`src/rtl/my_xor2_arb_pkg.sv`:
```
`timescale 1ns/1ps
// Shared types and constants for the XOR2 round-robin scheduler.
// The optional grant-hold feature is enabled by defining MY_XOR2_ARB_LOCK_EN.
package my_xor2_arb_pkg;

  typedef enum logic [1:0] {
    IDLE  = 2'd0,
    RUN   = 2'd1,
    DRAIN = 2'd2
  } arb_state_t;

  localparam int DEFAULT_N_REQ = 4;

  // Two stages (CE stage, response stage) bound the in-flight count to 0..2.
  localparam int INFLIGHT_W = 2;

  function automatic logic [INFLIGHT_W-1:0] inflight_step(
    input logic [INFLIGHT_W-1:0] cnt,
    input logic                  inc,
    input logic                  dec
  );
    logic [INFLIGHT_W-1:0] res;
    res = cnt;
    case ({inc, dec})
      2'b10:   res = cnt + INFLIGHT_W'(1);
      2'b01:   res = cnt - INFLIGHT_W'(1);
      default: res = cnt;
    endcase
    return res;
  endfunction

endpackage

```
`src/rtl/my_rr_pick.sv`:
```
`timescale 1ns/1ps
// Combinational round-robin selector: the search starts one past ptr and the
// first valid requester wins; grant is one-hot or zero.
module my_rr_pick
  import my_xor2_arb_pkg::*;
#(
  parameter int N_REQ = DEFAULT_N_REQ,
  parameter int ID_W  = $clog2(N_REQ)
) (
  input  logic [N_REQ-1:0] valid,
  input  logic [ID_W-1:0]  ptr,
  output logic [N_REQ-1:0] grant,
  output logic [ID_W-1:0]  winner,
  output logic             any
);

  function automatic logic [ID_W-1:0] wrap_idx(input logic [ID_W-1:0] p, input int off);
    int s;
    s = int'(p) + 1 + off;
    if (s >= N_REQ) s = s - N_REQ;
    return ID_W'(s);
  endfunction

  logic [ID_W-1:0]  idx [N_REQ];
  logic [N_REQ-1:0] rot_valid;

  // rot_valid[k] is the requester k+1 positions after the pointer
  for (genvar gi = 0; gi < N_REQ; gi++) begin : g_rot
    assign idx[gi]       = wrap_idx(ptr, gi);
    assign rot_valid[gi] = valid[idx[gi]];
  end

  always_comb begin
    grant  = '0;
    winner = '0;
    any    = 1'b0;
    for (int k = N_REQ - 1; k >= 0; k--) begin
      if (rot_valid[k]) begin
        winner = idx[k];
        any    = 1'b1;
      end
    end
    if (any) grant[winner] = 1'b1;
  end

endmodule

```
`src/rtl/my_xor2_arbiter.sv`:
```
`timescale 1ns/1ps
// Round-robin scheduler sharing one registered XOR2 cell among N_REQ requesters.
// Define MY_XOR2_ARB_LOCK_EN to let a requester hold the grant with REQ_LOCK.
module my_xor2_arbiter
  import my_xor2_arb_pkg::*;
#(
  parameter int N_REQ = DEFAULT_N_REQ,
  parameter int ID_W  = $clog2(N_REQ)
) (
  input  logic             CLK,
  input  logic             RESET,
  input  logic             EN,
  input  logic [N_REQ-1:0] REQ_VALID,
  input  logic [N_REQ-1:0] REQ_A,
  input  logic [N_REQ-1:0] REQ_B,
  input  logic [N_REQ-1:0] REQ_LOCK,
  output logic [N_REQ-1:0] REQ_READY,
  output logic             XOR_CE,
  output logic             XOR_A,
  output logic             XOR_B,
  input  logic             XOR_O,
  output logic             RSP_VALID,
  output logic [ID_W-1:0]  RSP_ID,
  output logic             RSP_O,
  output logic             BUSY
);

  arb_state_t            state_reg;
  logic [ID_W-1:0]       ptr_reg;
  logic [INFLIGHT_W-1:0] inflight_reg;
  logic [INFLIGHT_W-1:0] inflight_next;
  logic                  xor_ce_reg;
  logic                  xor_a_reg;
  logic                  xor_b_reg;
  logic [ID_W-1:0]       issue_id_reg;
  logic                  rsp_valid_reg;
  logic [ID_W-1:0]       rsp_id_reg;

  logic [N_REQ-1:0] rr_grant;
  logic [ID_W-1:0]  rr_winner;
  logic             rr_any;

  logic [N_REQ-1:0] sel_grant;
  logic [ID_W-1:0]  sel_id;
  logic             sel_any;
  logic             run;
  logic             issue;

  my_rr_pick #(
    .N_REQ (N_REQ),
    .ID_W  (ID_W)
  ) u_pick (
    .valid  (REQ_VALID),
    .ptr    (ptr_reg),
    .grant  (rr_grant),
    .winner (rr_winner),
    .any    (rr_any)
  );

`ifdef MY_XOR2_ARB_LOCK_EN
  logic            lock_active_reg;
  logic [ID_W-1:0] lock_id_reg;
  logic            lock_hold;

  assign lock_hold = lock_active_reg & REQ_VALID[lock_id_reg] & REQ_LOCK[lock_id_reg];

  always_comb begin
    sel_grant = rr_grant;
    sel_id    = rr_winner;
    sel_any   = rr_any;
    if (lock_hold) begin
      sel_grant              = '0;
      sel_grant[lock_id_reg] = 1'b1;
      sel_id                 = lock_id_reg;
      sel_any                = 1'b1;
    end
  end

  // Lock only survives back-to-back issues; any idle or non-RUN cycle drops it.
  always_ff @(posedge CLK or posedge RESET) begin
    if (RESET) begin
      lock_active_reg <= 1'b0;
      lock_id_reg     <= '0;
    end else if (issue) begin
      lock_active_reg <= REQ_LOCK[sel_id];
      lock_id_reg     <= sel_id;
    end else begin
      lock_active_reg <= 1'b0;
    end
  end
`else
  logic unused_lock;
  assign unused_lock = ^REQ_LOCK;

  always_comb begin
    sel_grant = rr_grant;
    sel_id    = rr_winner;
    sel_any   = rr_any;
  end
`endif

  assign run           = (state_reg == RUN);
  assign issue         = run & sel_any;
  assign inflight_next = inflight_step(inflight_reg, issue, rsp_valid_reg);

  always_ff @(posedge CLK or posedge RESET) begin
    if (RESET) begin
      state_reg     <= IDLE;
      ptr_reg       <= ID_W'(N_REQ - 1);
      inflight_reg  <= '0;
      xor_ce_reg    <= 1'b0;
      xor_a_reg     <= 1'b0;
      xor_b_reg     <= 1'b0;
      issue_id_reg  <= '0;
      rsp_valid_reg <= 1'b0;
      rsp_id_reg    <= '0;
    end else begin
      case (state_reg)
        IDLE:    if (EN) state_reg <= RUN;
        RUN:     if (!EN) state_reg <= DRAIN;
        DRAIN: begin
          if (EN)                      state_reg <= RUN;
          else if (inflight_next == '0) state_reg <= IDLE;
        end
        default: state_reg <= IDLE;
      endcase

      xor_ce_reg <= issue;
      if (issue) begin
        xor_a_reg    <= REQ_A[sel_id];
        xor_b_reg    <= REQ_B[sel_id];
        issue_id_reg <= sel_id;
        ptr_reg      <= sel_id;
      end

      // The cell captures while CE is high, so its output is the response next cycle.
      rsp_valid_reg <= xor_ce_reg;
      if (xor_ce_reg) rsp_id_reg <= issue_id_reg;

      inflight_reg <= inflight_next;
    end
  end

  assign REQ_READY = run ? sel_grant : '0;
  assign XOR_CE    = xor_ce_reg;
  assign XOR_A     = xor_a_reg;
  assign XOR_B     = xor_b_reg;
  assign RSP_VALID = rsp_valid_reg;
  assign RSP_ID    = rsp_id_reg;
  assign RSP_O     = XOR_O;
  assign BUSY      = (state_reg != IDLE) | (inflight_reg != '0);

endmodule

```
`config.mk`:
```
export PLATFORM = sky130hd
export DESIGN_NAME = my_xor2_arbiter
export DESIGN_NICKNAME = d
export VERILOG_FILES = /design/src/rtl/my_xor2_arb_pkg.sv /design/src/rtl/my_rr_pick.sv /design/src/rtl/my_xor2_arbiter.sv
export SDC_FILE = /design/constraint.sdc
export NUM_CORES = 1
export LEC_CHECK = 0
export ABC_AREA = 1
export CAP_MARGIN = 10
export CORE_UTILIZATION = 30
export DETAILED_ROUTE_END_ITERATION = 10
export SLEW_MARGIN = 25
export SYNTH_ARGS = -nofsm -noshare
export SYNTH_HDL_FRONTEND = slang
export SYNTH_SLANG_ARGS = --single-unit
```
`constraint.sdc`:
```
create_clock -name CLK -period 3.2 [get_ports CLK]
set_clock_uncertainty 0.1 [all_clocks]
set_input_delay 0.96 -clock CLK [delete_from_list [all_inputs] [get_ports CLK]]
set_output_delay 0.96 -clock CLK [all_outputs]
set_load 0.01 [all_outputs]
```
# == Word level (Yosys, flattened, before mapping) ==
# Cells that the tools add are included.
# word_totals
wordCells,78
register_bits,14
input_bits,20
out_inout_bits,12
# classes
muxes,34
n_eq_ne,7
magnitude_cmp,10
n_reduce_logical,6
bitwise_logic,2
add_sub_neg,10
# ops
op,n
$ge A32 B4 Y1 const B,3
$mux W2,12
$lt A2 B3 Y1 const B,5
$bmux W1 S2,6
$mux W1,11
$sub A2 B1 Y2 const B,5
$add A3 B2 Y4 const B,2
$mux W4,2
$pmux W2 S3,1
$add A3 B1 Y4 const B,1
$eq A2 B1 Y1 const B,2
$eq A2 B2 Y1 const B,2
$logic_not A2 Y1,2
$ne A2 B2 Y1 const B,2
$pmux W2 S2,1
$reduce_bool A2 Y1,2
$add A2 B1 Y3 const B,1
$ge A3 B3 Y1 const B,1
$ne A3 B3 Y1 const B,1
$reduce_and A3 Y1,1
$add A2 B1 Y2 const B,1
$demux W1 S2,1
$ge A2 B1 Y1 const B,1
$and A1 B1 Y1,1
other kinds (2),2

# == Logic depth before layout (Yosys ltp) ==
# logic_depth
ltp_word,17
mapped_depth,16
mapped_depth_nobuf,15

# == By module ==
# Synthesis repeated with hierarchy kept, for this count alone.
# hier_totals
cells_unflattened,145
area_unflattened_um2,988.4
# modules_own_cells
mod,area_each_um2,instances,cells_each
my_xor2_arbiter,698.2,1,89
my_rr_pick,290.3,1,56

# == Least setup slack after synthesis ==
# No wires, ideal clock.
# synth_timing
path_kind,in2out
start,input REQ_VALID[1]
end,output REQ_READY[1]
cell_stages,9
t_required_ns,2.140
path_slack_ns,0.267
n_path_buf,0
arrival_time_ns,1.873
cell_sequence,inv_1 nand2_1 nand2_1 and2_4 nor2_4 nand3_4 nand2_4 inv_1 nor3_1
# synth_between
elab_chain_cells,12
word_cells_on_any_way,23
classes_between,order compare (2); mux (20); reduce/logical (1)
# synth_lines
item,line_no,rtl
from (decl),my_xor2_arbiter.sv:13,"input logic [N_REQ-1:0] REQ_VALID,"
$bmux W1 S2,my_rr_pick.sv:30,assign rot_valid[gi] = valid[idx[gi]];
$mux W1 (implied by the code),my_rr_pick.sv:30,
$mux W2 (4 in series),my_rr_pick.sv:38,if (rot_valid[k]) begin
$lt A2 B3 Y1 (implied by the code) / $ge A2 B1 Y1 (equally long branches),my_rr_pick.sv:43,if (any) grant[winner] = 1'b1;
$logic_and A1 B1 Y1 (implied by the code),my_rr_pick.sv:43,
$mux W1 (implied by the code),my_rr_pick.sv:43,
$demux W1 S2,--,
$mux W4 *,my_rr_pick.sv:43,
$mux W4 *,my_xor2_arbiter.sv:144,assign REQ_READY = run ? sel_grant : '0;
to (decl),my_xor2_arbiter.sv:17,"output logic [N_REQ-1:0] REQ_READY,"
# Mark *: on every way between the ends. The rest lies on a longest branch, timed or not. The select of a mux whose other input is x is not followed.

# == Worst setup path in the final report ==
# Same ends and word-level chain as after synthesis.

==> flow_metrics.env <==
export IMPL_status="finished, violations left"
export IMPL_violations="design-rule violations"
export IMPL_required_ns=2.14
export IMPL_max_freq_mhz=323
export IMPL_register_area_um2=353
export IMPL_nFillCells=305
export IMPL_antenna_found_initial=0
export IMPL_placedCellCount=188
export IMPL_gp_congestion=0.794
export IMPL_max_stage_delay_ns=0.15
export IMPL_cts_tree="built"
export IMPL_ir_worst_vdd_uv=488
export IMPL_setup_violations=0
export IMPL_n_antenna_cell=0
export IMPL_arrival_ns=2.04
export IMPL_grt_max_degree=15
export IMPL_hp_class="flip-flop to flip-flop"
export IMPL_port_buffer_count=25
export IMPL_ys_warn_count=0
export IMPL_core_area_um2=2850
export IMPL_cts_sinks=14
export IMPL_die_w_um=57.7
export IMPL_crit_slowest_cell="nor3_4"
export IMPL_viasPerCell=4.57
export IMPL_syn_to_final_growth_pct=49.8
export IMPL_ys_ff_latch=14
export IMPL_crit_family="buffers and inverters"
export IMPL_drive_gt1_share_pct=41.9
export IMPL_die_height_um=57.7
export IMPL_wl_per_cell_um=10.9
export IMPL_initial_utilization_pct=32.6
export IMPL_p_per_area_nw_per_um2=1150
export IMPL_worstPathCellList="buf_2 -> inv_2 -> o21ai_2 -> buf_4 -> buf_4 -> nor2_2 -> nand2_2 -> nand2_4 -> buf_6 -> nor3_4 -> buf_2"
export IMPL_pin_count=32
export IMPL_final_common_cell="nand2_1"
export IMPL_crit_buf_inv=6
export IMPL_synth_top_area_share_pct=32.3
export IMPL_multi_input_comb_area_um2=543
export IMPL_drt_iter0_drc=32
export IMPL_num_rows=19
export IMPL_fin_crit_ns=3.10
export IMPL_cts_inserted_buffers=3
export IMPL_clock_latency_ns=0.27
export IMPL_drv_cap=0
export IMPL_cp_max_fo=4
export IMPL_cts_max_level=1
export IMPL_dp_hpwl_um=1570
export IMPL_worst_pin_slew_ns=0.517
export IMPL_relSlewSlack_pct=65.5
export IMPL_post_route_period_util_pct=96.9
export IMPL_final_nets=189
export IMPL_fp_dieArea_um2=3330
export IMPL_worstSetupEndpointType="primary output"
export IMPL_grt_overflow_total=0
export IMPL_routed_via_count=904
export IMPL_cts_buffer_depth=2
export IMPL_layout_common_cells="36 x nand2_1, 17 x clkdlybuf4s50_1, 15 x buf_4, 13 x nand2_2, 12 x dfrtp_1"
export IMPL_yosysSeqAreaShare_pct=38.0
export IMPL_wirelength_um=2150
export IMPL_synthesis_area_um2=930
export IMPL_setup_worst_path_start_class="input port"
export IMPL_synth_top_cells_by_area="dfrtp_1 32%, nand2_1 18%, nand2_4 8.5%"
export IMPL_syn_inst=123
export IMPL_path_class="input port to primary output"
export IMPL_clkTransAtPathRegs_ns=0.08
export IMPL_post_route_util_pct=48.8
export IMPL_first_pass_iters=9
export IMPL_yosysUniqueCellTypes=25
export IMPL_grt_pass1_vias=936
export IMPL_cts_root_buffer="clkbuf_4"
export IMPL_yosysTopAreaCell="dfrtp_1"
export IMPL_drt_antenna_violating_nets=0
export IMPL_hold_viol_final=0
export IMPL_gr_usage_all_layers_pct=14.1
export IMPL_drc_errors=2
export IMPL_postSynthAreaPerCell_um2=7.56
export IMPL_rsz0062_at_grt="no"
export IMPL_grt_pass1_wl_um=3700
export IMPL_syn_nets=144
export IMPL_p_leak_nw=0.733
export IMPL_fin_cells=198
export IMPL_slew_viol_final=0
## repair_timing
item	CTS	global route
endpoints found under the setup margin	4	4
hold buffers	0	0
pin swaps	9	9
gates resized for setup	41	10
buffers inserted	5	1
## cell families after synthesis
family                     synth area share (%)
AOI/OAI and AO/OA                          5.11
xor gates and xnor gates                   1.88
adders and majority gates                  1.35
buffers and inverters                      9.29
DFF                                        38.0
muxes                                      1.21
and+or+nand+nor                            43.2
## layout make-up
type	instances	area share (%)
Multi-Input combinational cell	91	39.0
Timing Repair Buffer	42	25.4
Sequential cell	14	25.3
Inverter	16	4.85
Tap cell	31	2.79
Clock buffer	4	2.61
## metal layers
layer / vias up / share of wire, % / track usage (%)
met5: - / 0 / 0
met2: 23 / 49 / 26.2
met3: 0 / 5.3 / 1.79
met1: 412 / 45 / 16.9
li1: 469 / - / -
met4: 0 / 0 / 4.08
## synthesized netlist by cell type
cell / n
a21oi_1: 2
and2_1: 1
and2_4: 1
buf_4: 1
buf_6: 1
dfrtp_1: 12
dfstp_2: 2
ha_1: 1
inv_1: 11
inv_2: 4
inv_8: 1
mux2_2: 1
nand2_1: 45
nand2_2: 4
nand2_4: 7
nand3_1: 7
nand3_4: 1
nor2_1: 9
nor2_2: 1
nor2_4: 1
nor3_1: 2
o21ai_0: 4
o21ai_2: 1
o311ai_0: 1
xnor2_1: 2
## metrics by stage
stage	setup WS, ns	instance area (um2)	setup TNS, ns	power, mW	hold slack [ns]
2_1_floorplan	0.267	930	0	0.942	0.344
3_3_place_gp	-0.645	1280	-2.60	1.29	0.354
3_5_place_dp	-0.696	1280	-2.78	1.32	0.360
4_1_cts	0.0130	1380	0	1.56	0.395
5_1_grt	0.00260	1390	0	1.74	0.419
6_report	0.100	1390	0	1.60	0.390
## power by group
group / leakage (nW) / switching, mW / total [mW] / internal [mW]
sequential: 0.168 / 0.0727 / 0.338 / 0.266
combinational: 0.544 / 0.598 / 1.14 / 0.539
clock: 0.0210 / 0.0550 / 0.124 / 0.0691
total: 0.733 / 0.726 / 1.60 / 0.873
## final timing paths
check	startpoint	to	slack, ns	depth (start not counted)
max	REQ_VALID[1]	REQ_READY[1]	0.10	11
min in group asynchronous	RESET	issue_id_reg[0]	0.92	2
max in group asynchronous	RESET	ptr_reg[0]	1.72	2
min reg2reg	XOR_B	XOR_B	0.39	2
max reg2reg	ptr_reg[0]	state_reg[1]	0.43	15
min	XOR_B	XOR_B	0.39	2
## worst min-delay path, delay by kind of cell, from the launching register on
family	cells	cell delay, ns
AND/OR/NAND/NOR	2	0.12
flip-flops	1	0.35
Note: power is estimated with default switching activity, not from simulation.
